--- src/rtl/adpll_lock_monitor.sv ---
// adpll_lock_monitor: per-node hysteretic lock FSMs with sticky loss and peak phase-error tracking
module adpll_lock_monitor #(
  parameter int NODES         = 4,
  parameter int PDET_WIDTH    = 8,
  parameter int LOCK_THRESH   = 4,
  parameter int UNLOCK_THRESH = 16,
  parameter int LOCK_COUNT    = 512,
  parameter int LOSS_COUNT    = 4,
  parameter int SEL_WIDTH     = 2
) (
  input  logic                        fpga_clk_i,
  input  logic                        reset_i,
  input  logic                        enable_i,
  input  logic                        clear_i,
  input  logic [NODES-1:0]            sample_i,
  input  logic [NODES*PDET_WIDTH-1:0] error_i,
  input  logic [SEL_WIDTH-1:0]        sel_i,
  output logic [NODES-1:0]            locked_o,
  output logic                        all_locked_o,
  output logic                        any_lost_o,
  output logic [1:0]                  sel_state_o,
  output logic [PDET_WIDTH-1:0]       sel_peak_o
);
  localparam int AW = LOCK_COUNT > 1 ? $clog2(LOCK_COUNT) : 1;
  localparam int MW = LOSS_COUNT > 1 ? $clog2(LOSS_COUNT) : 1;
  localparam int SN = 2 ** SEL_WIDTH;
  localparam logic [1:0] UNLOCKED = 2'b00, ACQUIRE = 2'b01, LOCKED = 2'b10;
  localparam logic [PDET_WIDTH-1:0] LT = PDET_WIDTH'(LOCK_THRESH);
  localparam logic [PDET_WIDTH-1:0] UT = PDET_WIDTH'(UNLOCK_THRESH);
  localparam logic [AW-1:0] ACQ_LAST = AW'(LOCK_COUNT - 1);
  localparam logic [MW-1:0] MISS_LAST = MW'(LOSS_COUNT - 1);
  logic [SN-1:0][1:0]            state;
  logic [SN-1:0][PDET_WIDTH-1:0] peak;
  logic [NODES-1:0]              lost;
  genvar k;
  generate
    for (k = 0; k < SN; k++) begin : g_node
      if (k < NODES) begin : g_live
        logic [PDET_WIDTH-1:0] err, mag, pk;
        logic [1:0]            st, st_nx;
        logic [AW-1:0]         acq, acq_nx;
        logic [MW-1:0]         miss, miss_nx;
        logic                  qual, miss_hit, loss, lost_q;
        assign err      = error_i[k*PDET_WIDTH +: PDET_WIDTH];
        assign mag      = err[PDET_WIDTH-1] ? -err : err;
        assign qual     = mag <= LT;
        assign miss_hit = mag > UT;
        // state and hysteresis counters
        always_ff @(posedge fpga_clk_i or posedge reset_i)
          if (reset_i) begin
            st   <= UNLOCKED;
            acq  <= '0;
            miss <= '0;
          end else begin
            st   <= st_nx;
            acq  <= acq_nx;
            miss <= miss_nx;
          end
        // lock FSM transitions, evaluated only on an enabled strobe
        always_comb begin
          st_nx   = st;
          acq_nx  = acq;
          miss_nx = miss;
          loss    = 1'b0;
          if (!enable_i) begin
            st_nx   = UNLOCKED;
            acq_nx  = '0;
            miss_nx = '0;
          end else if (sample_i[k])
            case (st)
              UNLOCKED:
                if (qual) begin
                  st_nx   = LOCK_COUNT == 1 ? LOCKED : ACQUIRE;
                  acq_nx  = LOCK_COUNT == 1 ? '0 : AW'(1);
                  miss_nx = '0;
                end
              ACQUIRE:
                if (!qual) begin
                  st_nx  = UNLOCKED;
                  acq_nx = '0;
                end else if (acq == ACQ_LAST) begin
                  st_nx   = LOCKED;
                  acq_nx  = '0;
                  miss_nx = '0;
                end else
                  acq_nx = acq + 1'b1;
              LOCKED:
                if (!miss_hit)
                  miss_nx = '0;
                else if (miss == MISS_LAST) begin
                  st_nx   = UNLOCKED;
                  miss_nx = '0;
                  loss    = 1'b1;
                end else
                  miss_nx = miss + 1'b1;
              default: st_nx = UNLOCKED;
            endcase
        end
        // peak magnitude and sticky loss; clear wins over same-cycle updates
        always_ff @(posedge fpga_clk_i or posedge reset_i)
          if (reset_i) begin
            pk     <= '0;
            lost_q <= 1'b0;
          end else begin
            pk     <= clear_i ? '0 : (sample_i[k] && mag > pk) ? mag : pk;
            lost_q <= !clear_i && (lost_q || loss);
          end
        assign state[k] = st;
        assign peak[k]  = pk;
        assign lost[k]  = lost_q;
      end else begin : g_pad
        assign state[k] = UNLOCKED;
        assign peak[k]  = '0;
      end
    end
  endgenerate
  // registered aggregate of sticky loss bits
  always_ff @(posedge fpga_clk_i or posedge reset_i)
    if (reset_i) any_lost_o <= 1'b0;
    else any_lost_o <= |lost;
  // lock flags and display channel decode
  always_comb begin
    locked_o = '0;
    for (int i = 0; i < NODES; i++) locked_o[i] = state[i] == LOCKED;
    sel_state_o = state[sel_i];
    sel_peak_o  = peak[sel_i];
  end
  assign all_locked_o = &locked_o;
endmodule

--- config.mk ---
export PLATFORM = sky130hd
export DESIGN_NAME = adpll_lock_monitor
export DESIGN_NICKNAME = d
export VERILOG_FILES = /design/src/rtl/adpll_lock_monitor.sv
export SDC_FILE = /design/constraint.sdc
export NUM_CORES = 1
export LEC_CHECK = 0
export BUFFER_PORTS_ARGS = -buffer_cell sky130_fd_sc_hd__buf_2
export CORE_MARGIN = 2
export CORE_UTILIZATION = 52
export CTS_CLUSTER_DIAMETER = 120
export DETAILED_ROUTE_END_ITERATION = 8
export GPL_TIMING_DRIVEN = 0
export PLACE_DENSITY = 0.72
export SYNTH_ARGS = -nofsm -noshare
export SYNTH_HDL_FRONTEND = slang
export SYNTH_SLANG_ARGS = --single-unit
--- constraint.sdc ---
create_clock -name fpga_clk_i -period 3.1 [get_ports fpga_clk_i]
set_input_delay 0.31 -clock fpga_clk_i [delete_from_list [all_inputs] [get_ports fpga_clk_i]]
set_output_delay 0.31 -clock fpga_clk_i [all_outputs]
set_load 0.02 [all_outputs]
==> results of run 1 <==
sequential cells by signal (all words and copies together), names as in the netlist:
name,count
any_lost_o,1
g_node.g_live.acq,36
g_node.g_live.lost_q,4
g_node.g_live.miss,8
g_node.g_live.pk,32
g_node.g_live.st,8
metrics by stage:
stage | cells | area [sq um] | hold slack, ps
floorplan | 796 | 7099 | 434.7
global placement | 1021 | 7565 | 474.3
detailed placement | 1022 | 7595 | 381.5
CTS | 1038 | 7870 | 0.3415
global route | 1037 | 7870 | 26.96
finish | 1037 | 7870 | -8.477
worst register-to-register path: stages, from the launching register on:
cell       delay [ps]
dfrtp_1           410
ha_1              250
and3_1            220
and3_1            210
and3_1            200
ha_1              240
inv_1              90
o21ai_0           100
nand2_1           100
a2111oi_0          60
a311oi_1          410
mux2_2            380
path summary, 6_finish.rpt:
path                                               from                       end  slack [ps]  cells past startpoint
worst max register to register  g_node[3].g_live.acq[0]  g_node[3].g_live.miss[1]         320                     11
worst max-delay path                         error_i[8]    g_node[1].g_live.pk[4]         220                     13
worst min-delay path                            reset_i    g_node[0].g_live.st[0]          -8                      2
max in group asynchronous                       reset_i  g_node[2].g_live.miss[0]        2470                      3
min in group fpga_clk_i                      error_i[0]    g_node[0].g_live.pk[0]         270                      3
worst min register to register  g_node[3].g_live.lost_q                any_lost_o         480                      1
cell type report:
cell class / instances / share of cell area
multi-input cells: 610 / 0.5707
flip-flops and latches: 89 / 0.2830
repair buffers: 50 / 0.03466
clock buffers: 13 / 0.03307
inverters: 66 / 0.03180
well taps: 176 / 0.02798
plain buffers: 30 / 0.01685
clock inverters: 3 / 0.001908
cells in the mapped netlist (6+ instances only):
cell / n / area share
a211oi_1: 26 / 0.027
a21o_1: 14 / 0.015
a21oi_1: 22 / 0.016
a31oi_1: 9 / 0.0079
and2_1: 6 / 0.0053
and3_1: 13 / 0.011
clkbuf_1: 25 / 0.013
dfrtp_1: 89 / 0.31
ha_1: 48 / 0.085
inv_1: 66 / 0.035
mux2_2: 18 / 0.029
mux2i_1: 18 / 0.025
mux4_2: 10 / 0.032
nand2_1: 57 / 0.030
nand2b_1: 47 / 0.041
nand3_1: 33 / 0.023
nand4_1: 17 / 0.015
nor2_1: 43 / 0.023
nor2b_1: 18 / 0.016
nor3_1: 18 / 0.013
nor3b_1: 8 / 0.0085
nor4b_1: 6 / 0.0074
o211ai_1: 6 / 0.0063
o21a_1: 7 / 0.0074
o21ai_0: 44 / 0.031
o31ai_1: 7 / 0.0074
or2_2: 6 / 0.0053
or3_1: 7 / 0.0062
xnor2_1: 11 / 0.014
layer usage:
layer / up-vias / global-route usage / share of wire
met2: 135 / 0.4431 / 0.51
met1: 3066 / 0.3098 / 0.43
met4: 0 / 0.1083 / 0.025
met3: 33 / 0.03443 / 0.037
li1: 3041 / - / -
met5: - / 0 / 0
logic make-up (layout without fill, tap and decap cells):
family,count (synthesis),in the layout,share of synthesized area
mux,47,47,0.08777
buf+inv,97,162,0.05411
xor+xnor,17,17,0.02291
compound gates,193,193,0.1986
flops,89,89,0.3137
simple gates,305,305,0.2383
fa+ha+maj,48,48,0.08460
report_power, final:
| part | internal [uW] | switching [uW] |
|---|---|---|
| registers | 1220 | 48.3 |
| clock network | 584 | 467 |
| logic | 327 | 476 |
timing repair:
action,4_1_cts,5_1_grt
endpoints found under the setup margin,0,8
resized for setup,0,1
setup buffers,0,0
hold endpoints to repair,0,0
==> metrics.txt, run 1 <==
Initial Util 0.5340; Slew @ Worst Pin 852.8 ps; crit path DAT 3110 ps; total grt overflow 0; Max H-tree Level 3; commonest non-fill, non-tap cell in the layout dfrtp_1; antenna diode count 0; fmax 0.3478 GHz; CTS tree yes; DP Wirelength roughly 14000 microns; Synth Register Bits 89; Hold Slack -8.477 ps; ys async rst share 1.000; setup TNS 0 ps; Hold Crit Class in2async; final worst setup slack 224.9 ps; Post-synth EDFFs 0; Tcrit/Tclk final 0.9274; Crit Path Class in2reg; utilization after layout 0.5919; largest net degree at the start of global routing 57; Ys Warns 0; Multi-input gate area 0.004492 sq mm; Worst Path Max Fanout 6; CTS sink cnt 89; clk_skew 6.148 ps; drt first pass iters 6; worst IR drop on VDD around 270 uV; commonest cells after routing, fill and taps aside 89 x dfrtp_1, 65 x inv_1, 57 x nand2_1, 50 x buf_2, 48 x ha_1; Hold-fix buffers, CTS 0; die height 120.8 microns; later-pin clock latency in the skew report approximately 350 ps; first-pass GRT wire length 29640 microns; pre-CTS setup slack -305.1 ps; CP max-delay cell or4b_1; GPL Wtd Cong 0.8960; Crit path max-delay family compound AO/OA/AOI/OAI gates; vias per cell 6.051; via count 6275; Filler cells 1153; Cell Pwr Density 396.3 mW/mm^2; Post-synth top flop dfrtp_1; final wirelength around 18000 microns; register area 0.002227 sq mm; GRT Util Overall 0.2527; Boundary Pins 58; mapped cell area approximately 0.0071 sq mm; syn_nets 886; Critical Path Max Stage Delay 460 ps; syn_area_per_cell 8.919 sq um; drt initial violations about 360; root buf cell clkbuf_16; core area 0.01330 sq mm; Die X 120.8 microns; synth-to-layout area growth 10.86%; Clock Pin Slew Worst Setup and Hold Paths 70 ps; Worst EP required 3340 ps; Seq/Total Area, Yosys 0.3137; CP cell instances buf_2, inv_1, ha_1, or4b_1, o21ai_0, xnor2_1, ha_1, nand2_1, o21bai_1, a21oi_1, o21ai_0, o221ai_2, mux2_2; Max-Cap Viols 0; fin. max-slew vios 0; crit end category flip-flop; Die ar. 0.01460 sq mm; DRT antenna net count 0; nets@finish 946; Max Buffers Root-to-Sink 2; Final Power 3119 uW; initial antenna violation count 0; post-layout min period about 2900 ps; Rel. slew slack 0.4315; RSZ-0062 raised after global routing no; Syn Inst Count about 800; Startpoint Class input port; IO buf count just under 50; Final Hold Fails 22; buffer and inverter count on the worst path 2; failing checks negative hold slack; vias in the first global route 6269; CTS Buf Count 9; row count 42; drt wl/cell 17.13 microns; layout cells sized above 1 0.1498; drc violations 0; Unique masters post-synth 80; final setup vio count 0; LEAKAGE 0.003494 uW; status complete, but fails checks
(Power assumes the default switching activity.)
==> run 2, diff against run 1 <==
- ABC_AREA: default -> 1
==> run 2 against run 1 <==
Compared with the run above: the flow still finishes with violations (negative hold slack); first-iteration DRC count increased by 18%; sequential power rose by 3%; clock skew increased by 0.76 ps; highest routed layer unchanged; via count increased by 7.1%; worst hold slack improved by 0.62 ps; non-clock buffer count fell by 1; worst setup slack improved by 420 ps; cell count rose by 22%; clock-buffer cell count shrank 1; die area down 0.16%; largest cell class unchanged; synthesized area decreased by 0.16%.
==> metrics.txt, run 2 <==
Clock Pin Slew Worst Setup and Hold Paths 70 ps (about the same); Final Hold Fails 2 (was 22); later-pin clock latency in the skew report 350 ps (about the same); layout cells sized above 1 0.1458 (was 0.1498); row count 42 (unchanged); Boundary Pins 58 (unchanged); LEAKAGE 0.004042 uW (was 0.003494 uW); Max Buffers Root-to-Sink 2 (unchanged); Max H-tree Level 3 (unchanged); drt wl/cell 13.65 microns (was 17.13 microns); Startpoint Class input port (unchanged); Hold-fix buffers, CTS 0 (unchanged); fin. max-slew vios 0 (unchanged); top cells by count, synth 256 x nand2_1, 125 x inv_1, 110 x nand3_1, 89 x dfrtp_1, 83 x nor2_1 (was 89 x dfrtp_1, 66 x inv_1, 57 x nand2_1, 48 x ha_1, 47 x nand2b_1); Tcrit/Tclk final 0.7917 (was 0.9274); post-synthesis cell type with the largest combined area dfrtp_1 (unchanged); DRT antenna net count 0 (unchanged); Ys Warns 0 (unchanged); nets@finish 1169 (was 946); drt initial violations 430 (was 364); first-pass GRT wire length 29480 microns (was 29640 microns); reg2reg start g_node[1].g_live.acq[1] (was g_node[3].g_live.acq[0]); failing checks negative hold slack (unchanged); Worst Path Max Fanout 10 (was 6); die height 120.8 microns (about the same); CTS tree yes (unchanged); crit end category flip-flop (unchanged); RSZ-0062 raised after global routing no (unchanged); utilization after layout 0.5973 (was 0.5919); Die ar. 0.01458 sq mm (was 0.01460 sq mm); vias per cell 5.333 (was 6.051); Final Power 3447 uW (was 3119 uW); Cell Pwr Density 434.0 mW/mm^2 (was 396.3 mW/mm^2); drt first pass iters 5 (was 6); mapped cell area 0.007088 sq mm (was 0.007099 sq mm); syn_nets 1101 (was 886); synth-to-layout area growth 12.04% (was 10.86%); post-layout min period 2454 ps (was 2875 ps); Synth Register Bits 89 (unchanged); drc violations 0 (unchanged); Crit path max-delay family simple AND/OR/NAND/NOR gates (was compound AO/OA/AOI/OAI gates); initial antenna violation count 0 (unchanged); worst IR drop on VDD 369.5 uV (was 269.3 uV); buffer and inverter count on the worst path 5 (was 2); syn_area_per_cell 7.011 sq um (was 8.919 sq um); core area 0.01330 sq mm (unchanged); Filler cells 1335 (was 1153); post-CTS setup buffer count 0 (unchanged); Unique masters post-synth 47 (was 80); Largest register FFs 36 (unchanged); Max-Cap Viols 0 (unchanged); largest cells by area after synthesis dfrtp_1 31%, nand2_1 14%, ha_1 8.5% (was dfrtp_1 31%, ha_1 8.5%, nand2b_1 4.1%); GPL Wtd Cong 0.8975 (was 0.8960); CP cell instances buf_2, inv_1, ha_1, inv_1, nor2_1, nand3_1, nand3_1, nand2_1, ha_1, nand4_1, inv_1, nand2_1, o211ai_1, nand3_1, nand2_1, buf_2, nand3_1, o21ai_0 (was buf_2, inv_1, ha_1, or4b_1, o21ai_0, xnor2_1, ha_1, nand2_1, o21bai_1, a21oi_1, o21ai_0, o221ai_2, mux2_2); Crit path top cell by count nand3_1; design area 0.007941 sq mm (was 0.007870 sq mm); root buf cell clkbuf_16 (unchanged); clk_skew 6.906 ps (was 6.148 ps); fmax 0.4074 GHz (was 0.3478 GHz); Initial Util 0.5331 (was 0.5340); IO buf count 56 (was 49); final worst setup slack 645.7 ps (was 224.9 ps); crit path DAT 2720 ps (was 3110 ps); Crit Path Class in2reg (unchanged); Syn Inst Count 1011 (was 796); vias in the first global route 6173 (was 6269); post-synth top area share 0.3142 (was 0.3137); Seq/Total Area, Yosys 0.3142 (was 0.3137); commonest cells after routing, fill and taps aside 256 x nand2_1, 124 x inv_1, 110 x nand3_1, 89 x dfrtp_1, 83 x nor2_1 (was 89 x dfrtp_1, 65 x inv_1, 57 x nand2_1, 50 x buf_2, 48 x ha_1); Worst EP required 3370 ps (was 3340 ps); GRT Util Overall 0.2527 (about the same); ys async rst share 1.000 (unchanged); via count 6719 (was 6275); Post-synth EDFFs 0 (unchanged); status complete, but fails checks (unchanged); Biggest register g_node.g_live.acq (unchanged); Die X 120.8 microns (about the same); largest net degree at the start of global routing 52 (was 57); final setup vio count 0 (unchanged); Largest regs g_node.g_live.acq (36), g_node.g_live.pk (32) (unchanged); CTS Buf Count 9 (unchanged); placed instance area 0.007619 sq mm (was 0.007595 sq mm); Critical Path Max Stage Delay 340 ps (was 460 ps); final wirelength 17200 microns (was 17770 microns); Hold Slack -7.858 ps (was -8.477 ps); CTS sink cnt 89 (unchanged); Post-synth top flop dfrtp_1 (unchanged); CP max-delay cell ha_1 (was or4b_1); commonest non-fill, non-tap cell in the layout nand2_1 (was dfrtp_1); most common cell in the netlist nand2_1 (was dfrtp_1); antenna diode count 0 (unchanged); Setup crit start error_i[24] (was error_i[8]); Rel. slew slack 0.6189 (was 0.4315); Hold Crit Class in2async (unchanged); pre-CTS setup slack 343.3 ps (was -305.1 ps); CTS resizes 0 (unchanged); Slew @ Worst Pin 567.2 ps (was 852.8 ps); total grt overflow 0 (unchanged); DP Wirelength 13380 microns (was 13540 microns)
[run 2: cell types whose count changed in the layout (fill, tap and decap cells not counted), sizes merged, moves of 27 or more]
cell    before  now
a21oi       23   50
inv         66  132
nor2        43   99
nand3       33  120
nand2       57  278
nand2b      47    0
[run 2: cell families after synthesis]
| family | share of synthesized area |
|---|---|
| buffers and inverters | 0.08720 |
| xor gates and xnor gates | 0.02348 |
| DFF | 0.3142 |
| adders and majority gates | 0.08473 |
| AOI/OAI and AO/OA | 0.1057 |
| and+or+nand+nor | 0.3846 |
[run 2: final cells by class]
cell class	instances	area, sq um	share of cell area
inverter	133	504.2	0.06349
timing repair buffer	57	307.8	0.03876
buffer	22	116.4	0.01465
tap	176	220.2	0.02773
clock buffer	12	246.5	0.03104
clock inverter	4	76.32	0.009611
multi-input combinational	767	4243	0.5343
sequential	89	2227	0.2804
[run 2: worst paths after layout]
path                                            end  slack, ps  cells after the start
setup / recovery             g_node[3].g_live.pk[1]        650                     18
hold / removal               g_node[3].g_live.pk[7]         -8                      2
setup reg to reg           g_node[1].g_live.miss[0]        670                     16
hold reg to reg                          any_lost_o        450                      2
max in group asynchronous    g_node[1].g_live.st[0]       2470                      3
min in group fpga_clk_i      g_node[1].g_live.pk[0]        220                      3
[run 2: per-layer routing]
| metal | routed length, microns | vias up | global-route usage |
|---|---|---|---|
| met2 | 7743 | 165 | 0.4015 |
| li1 | - | 3462 | - |
| met1 | 8361 | 3079 | 0.3591 |
| met4 | 204 | 0 | 0.07049 |
| met3 | 893 | 13 | 0.03774 |
| met5 | 0 | - | 0 |
[run 2: per-stage QoR]
stage	std cells	setup TNS [ps]
4_1_cts	1260	0
2_1_floorplan	1011	0
6_report	1260	0
3_5_place_dp	1244	0
3_3_place_gp	1243	-66290
5_1_grt	1260	0
[run 2: power by group]
group | switching (uW) | leakage (uW) | internal, uW
Sequential | 66.6 | 0.00122 | 1230
Combinational | 624 | 0.00267 | 310
Clock | 482 | 0.000153 | 731
